## config.mk

```make
export PLATFORM = sky130hd
export DESIGN_NAME = data_ram_arbiter
export DESIGN_NICKNAME = d
export VERILOG_FILES = /design/src/rtl/data_ram_arbiter.sv
export SDC_FILE = /design/constraint.sdc
export NUM_CORES = 1
export LEC_CHECK = 0
export CORE_ASPECT_RATIO = 1.1
export CORE_MARGIN = 10
export CORE_UTILIZATION = 32
export CTS_CLUSTER_DIAMETER = 40
export DETAILED_ROUTE_END_ITERATION = 8
export PLACE_DENSITY = 0.86
export SYNTH_ARGS = -nofsm -noshare
export SYNTH_HDL_FRONTEND = slang
export SYNTH_SLANG_ARGS = --single-unit
```

## constraint.sdc

```tcl
create_clock -name clk -period 4.4 [get_ports clk]
set_clock_uncertainty 0.05 [all_clocks]
set_input_delay 0.66 -clock clk [delete_from_list [all_inputs] [get_ports clk]]
set_output_delay 0.66 -clock clk [all_outputs]
set_load 0.03 [all_outputs]
```

## src/rtl/data_ram_arbiter.sv

```systemverilog
// Arbiter sharing the single-port 128x8 data RAM between the CPU data path and the host/debug port.
// Optional host starvation guard (h_wait counter, WAIT_MAX promotion): define ARB_STARVE_GUARD_EN.
module data_ram_arbiter #(
    parameter int WAIT_MAX = 8,
    parameter int LOCK_MAX = 4
) (
    input  logic       clk,
    input  logic       rst,
    input  logic       c_req,
    input  logic       c_we,
    input  logic       c_lock,
    input  logic [6:0] c_addr,
    input  logic [7:0] c_wdata,
    input  logic       h_req,
    input  logic       h_we,
    input  logic       h_lock,
    input  logic [6:0] h_addr,
    input  logic [7:0] h_wdata,
    output logic       c_gnt,
    output logic       h_gnt,
    output logic       c_rvalid,
    output logic       h_rvalid,
    output logic [7:0] c_rdata,
    output logic [7:0] h_rdata,
    output logic [6:0] ram_addr,
    output logic [7:0] ram_data,
    output logic       ram_en,
    input  logic [7:0] ram_q,
    output logic [1:0] owner
);

    typedef enum logic [1:0] {
        IDLE   = 2'd0,
        LOCK_C = 2'd1,
        LOCK_H = 2'd2
    } state_t;

    if (WAIT_MAX < 1 || WAIT_MAX > 255 || LOCK_MAX < 1 || LOCK_MAX > 15) begin : g_bad_param
        $error("data_ram_arbiter: WAIT_MAX must be 1..255 and LOCK_MAX 1..15");
    end

    state_t     r_state;
    state_t     w_next_state;
    logic [3:0] r_lock_cnt;
    logic [3:0] w_next_cnt;
    logic       r_force_h;
    logic       r_c_rvalid;
    logic       r_h_rvalid;
    logic       w_cnt_done;
    logic       w_host_pri;
    logic       w_c_gnt;
    logic       w_h_gnt;

    assign w_cnt_done = (r_lock_cnt == 4'(LOCK_MAX - 1));

`ifdef ARB_STARVE_GUARD_EN
    logic [7:0] r_h_wait;

    // Clears on grant or as soon as the host withdraws its request.
    always_ff @(posedge clk) begin
        if (rst || !h_req || w_h_gnt)
            r_h_wait <= '0;
        else if (r_h_wait != 8'(WAIT_MAX))
            r_h_wait <= r_h_wait + 8'd1;
    end

    assign w_host_pri = r_force_h || (r_h_wait == 8'(WAIT_MAX));
`else
    assign w_host_pri = r_force_h;
`endif

    // State register; r_force_h marks the IDLE cycle right after a forced CPU lock release.
    always_ff @(posedge clk) begin
        if (rst) begin
            r_state    <= IDLE;
            r_lock_cnt <= '0;
            r_force_h  <= 1'b0;
        end else begin
            r_state    <= w_next_state;
            r_lock_cnt <= w_next_cnt;
            r_force_h  <= (r_state == LOCK_C) && w_cnt_done;
        end
    end

    // NOTE: every always_comb output gets a default first so no path can infer a latch.
    always_comb begin
        w_next_state = r_state;
        w_next_cnt   = r_lock_cnt;
        case (r_state)
            IDLE: begin
                w_next_cnt = '0;
                if (w_c_gnt && c_lock)
                    w_next_state = LOCK_C;
                else if (w_h_gnt && h_lock)
                    w_next_state = LOCK_H;
            end
            LOCK_C: begin
                if (w_cnt_done || (w_c_gnt && !c_lock)) begin
                    w_next_state = IDLE;
                    w_next_cnt   = '0;
                end else begin
                    w_next_cnt = r_lock_cnt + 4'd1;
                end
            end
            LOCK_H: begin
                if (w_cnt_done || (w_h_gnt && !h_lock)) begin
                    w_next_state = IDLE;
                    w_next_cnt   = '0;
                end else begin
                    w_next_cnt = r_lock_cnt + 4'd1;
                end
            end
            default: begin
                w_next_state = IDLE;
                w_next_cnt   = '0;
            end
        endcase
    end

    // Grants are suppressed while rst is high so nothing reaches the RAM during reset.
    always_comb begin
        w_c_gnt = 1'b0;
        w_h_gnt = 1'b0;
        if (!rst) begin
            case (r_state)
                IDLE: begin
                    if (c_req && h_req) begin
                        w_h_gnt = w_host_pri;
                        w_c_gnt = !w_host_pri;
                    end else begin
                        w_c_gnt = c_req;
                        w_h_gnt = h_req;
                    end
                end
                LOCK_C:  w_c_gnt = c_req;
                LOCK_H:  w_h_gnt = h_req;
                default: ;
            endcase
        end
    end

    assign c_gnt    = w_c_gnt;
    assign h_gnt    = w_h_gnt;
    assign ram_en   = (w_c_gnt && c_we) || (w_h_gnt && h_we);
    assign ram_addr = w_h_gnt ? h_addr : c_addr;
    assign ram_data = w_h_gnt ? h_wdata : c_wdata;
    assign owner    = r_state;

    // NOTE: state registers use non-blocking assignments so every flop samples pre-edge values.
    always_ff @(posedge clk) begin
        if (rst) begin
            r_c_rvalid <= 1'b0;
            r_h_rvalid <= 1'b0;
        end else begin
            r_c_rvalid <= w_c_gnt && !c_we;
            r_h_rvalid <= w_h_gnt && !h_we;
        end
    end

    // A read granted just before reset must not surface while rst is held.
    assign c_rvalid = r_c_rvalid && !rst;
    assign h_rvalid = r_h_rvalid && !rst;
    assign c_rdata  = c_rvalid ? ram_q : '0;
    assign h_rdata  = h_rvalid ? ram_q : '0;

endmodule

```

==> metrics <==
largest driver fanout on the critical path 17; fraction of layout cells with a size suffix above 1 0.173; cell class contributing the biggest share of worst-path delay buffers and inverters; standard cell core area 2520 um^2; diode count 0; insertion delay to the later sink of the worst-skew pair 0.26 ns; postcts setup bufs 0; Slowest Stage Delay on Critical Path 0.61 ns; Worst setup EP type output pin; instance count of the mapped netlist 90; final critical-path required period 3.73 ns; mapped cell area 848 um^2; mean instance size in the synthesized netlist 9.43 um^2; number of vias after detailed routing 986; Least-Margin Pin Slew 0.581 ns; setup-violating endpoint count in the final report 0; IO buf count 83; CTS tree yes; required time of the critical path 3.69 ns; level count of the clock H-tree 1; unrepaired setup endpoints after global routing false; Worst VDD drop 193 uV; Die X 69.1 um; status finished clean; number of hold-slack violations in the final timing report 0; routed length per instance 18.7 um; final worst-path cycle share 0.848; average vias per placed instance 4.83; relative max-transition margin 0.612; Num CTS Buffers 3; overall die height 74 um; DIE AREA 5110 um^2; type of origin of the critical path input port; post-CTS sizing 0; number of core rows 19; library cell used as clock root buffer sky130_fd_sc_hd__clkbuf_4; first-pass GRT wire length 6050 um; Clk pin slew, worst setup/hold paths 0.05 ns; top library cells by usage in the layout, fill and taps aside sky130_fd_sc_hd__clkdlybuf4s50_1 (83), sky130_fd_sc_hd__and2_1 (16), sky130_fd_sc_hd__mux2_2 (15); Arr. time, crit path 3.02 ns; placed insts 200; number of nets in the synthesized netlist 141; clock buffer depth 2; slowest stage cell on the critical path sky130_fd_sc_hd__clkdlybuf4s50_1; post-route ant nets 0; crit-path cells clkdlybuf4s50_1 > nand2b_4 > nor3_4 > buf_4 > mux2_2 > clkdlybuf4s50_1; Hold-fix buffers, CTS 0; count of pins over their slew limit 0; post-synthesis to final-layout area growth 102%; sum of overflow across all layers after global routing 0; areal power density over the cells 183 nW/um^2; critical path buffer and inverter count 3; nets 225; vias in the first global route 1,089; total routed wirelength 3810 um; iteration count of the initial detailed-routing pass 4; Tot GR Track Use 0.145; most common library cell in the layout ignoring fill and taps sky130_fd_sc_hd__clkdlybuf4s50_1; Iter 0 DRT Violations 18; total number of yosys warnings 0; Critical Path Most Common Cell sky130_fd_sc_hd__clkdlybuf4s50_1; number of inserted filler cells in the final layout 214; number of max-cap violations 0; critical setup path kind input port to output pin; number of storage elements in the synthesis netlist 9; dpl hpwl 3380 um; largest net degree at the start of global routing 18; maximum achievable frequency 268 MHz; Setup TNS 0 ns; final standard cell count with taps included and fillers excluded 204; Sink Count 9; antenna violations before repair 0; leakage dissipation 0.655 nW; min-delay worst type flip-flop to flip-flop; number of placed I/O pins 84; unique cell type count in the Yosys netlist 30; DRC violation count after routing 0; initial cell density of the core 0.337; sequential area share after synthesis 0.212; final weighted congestion in routability-driven placement 0.877
-- cells in the mapped netlist, drive strengths merged --
cell type,n,area share
a21boi,1,0.0089
nor2,2,0.0089
or3b,2,0.021
nor3b,2,0.018
ha,5,0.074
o211ai,1,0.025
nand3,1,0.0059
clkbuf,2,0.0089
o21ai,3,0.018
a32o,1,0.012
inv,8,0.035
buf,3,0.037
a22o,1,0.012
o31ai,1,0.0089
mux2,15,0.20
nand2b,1,0.016
xnor2,1,0.010
xor2,1,0.010
nor3,1,0.019
or2,1,0.0074
a22oi,1,0.015
a221oi,1,0.018
dfxtp,9,0.21
and2,16,0.12
and2b,3,0.031
and3,2,0.015
nor4,5,0.037
-- cell type report --
class | instances | area [um^2] | area share
Timing Repair Buffer | 84 | 838 | 0.489
Sequential cell | 9 | 180 | 0.105
Inverter | 8 | 30.0 | 0.0175
Multi-Input combinational cell | 68 | 599 | 0.350
Tap cell | 31 | 38.8 | 0.0226
Clock buffer | 4 | 26.3 | 0.0153
-- final timing paths --
| check | slack (ns) | startpoint | end | depth (start not counted) |
|---|---|---|---|---|
| worst max-delay path | 0.67 | rst | ram_data[3] | 6 |
| worst min-delay path | 0.43 | r_lock_cnt[0] | r_lock_cnt[0] | 1 |
| worst max register to register | 2.59 | owner[0] | owner[0] | 7 |
| worst min register to register | 0.43 | r_lock_cnt[0] | r_lock_cnt[0] | 1 |
-- metal layers --
metal	global-route usage	share of wire	vias to the layer above
li1	-	-	480
met1	0.141	0.37	452
met2	0.294	0.54	54
met3	0.0572	0.092	0
met4	0.0134	0	0
met5	0	0	-
-- registers in the layout, summed over array words and instances, names as in the netlist --
signal / cells
r_lock_cnt: 4
owner: 2
r_c_rvalid: 1
r_force_h: 1
r_h_rvalid: 1
-- worst reg2reg max path: cells and delay by family (launching register included) --
| family | cells | cell delay (ns) |
|---|---|---|
| and+or+nand+nor | 1 | 0.21 |
| AOI/OAI and AO/OA | 3 | 0.63 |
| adders and majority gates | 1 | 0.21 |
| buffers and inverters | 2 | 0.23 |
| DFF | 1 | 0.38 |
-- power by group --
part	total [mW]	switching, mW	internal, mW
clock	0.0613	0.0265	0.0348
combinational	0.167	0.0794	0.0876
sequential	0.0859	0.00188	0.0841
total	0.314	0.108	0.206
-- through the flow --
stage	worst slack [ns]	util	power, mW	hold WS [ns]	instance area (um^2)
after floorplan	1.70	-	0.173	0.380	848
after global placement	0.709	0.669	0.253	0.396	1690
after detailed placement	0.686	0.669	0.255	0.415	1690
after CTS	0.674	0.680	0.318	0.426	1710
after global routing	0.565	0.680	0.332	0.476	1710
final	0.668	0.680	0.314	0.431	1710
-- cell families (layout without fill, tap and decap cells) --
family | after synthesis | in the layout | synth area share
xor gates and xnor gates | 2 | 2 | 0.0207
DFF | 9 | 9 | 0.212
adders and majority gates | 5 | 5 | 0.0737
and+or+nand+nor | 36 | 36 | 0.296
muxes | 15 | 15 | 0.199
buffers and inverters | 13 | 96 | 0.0811
AOI/OAI and AO/OA | 10 | 10 | 0.117
Power figures use the tool's default switching activity.
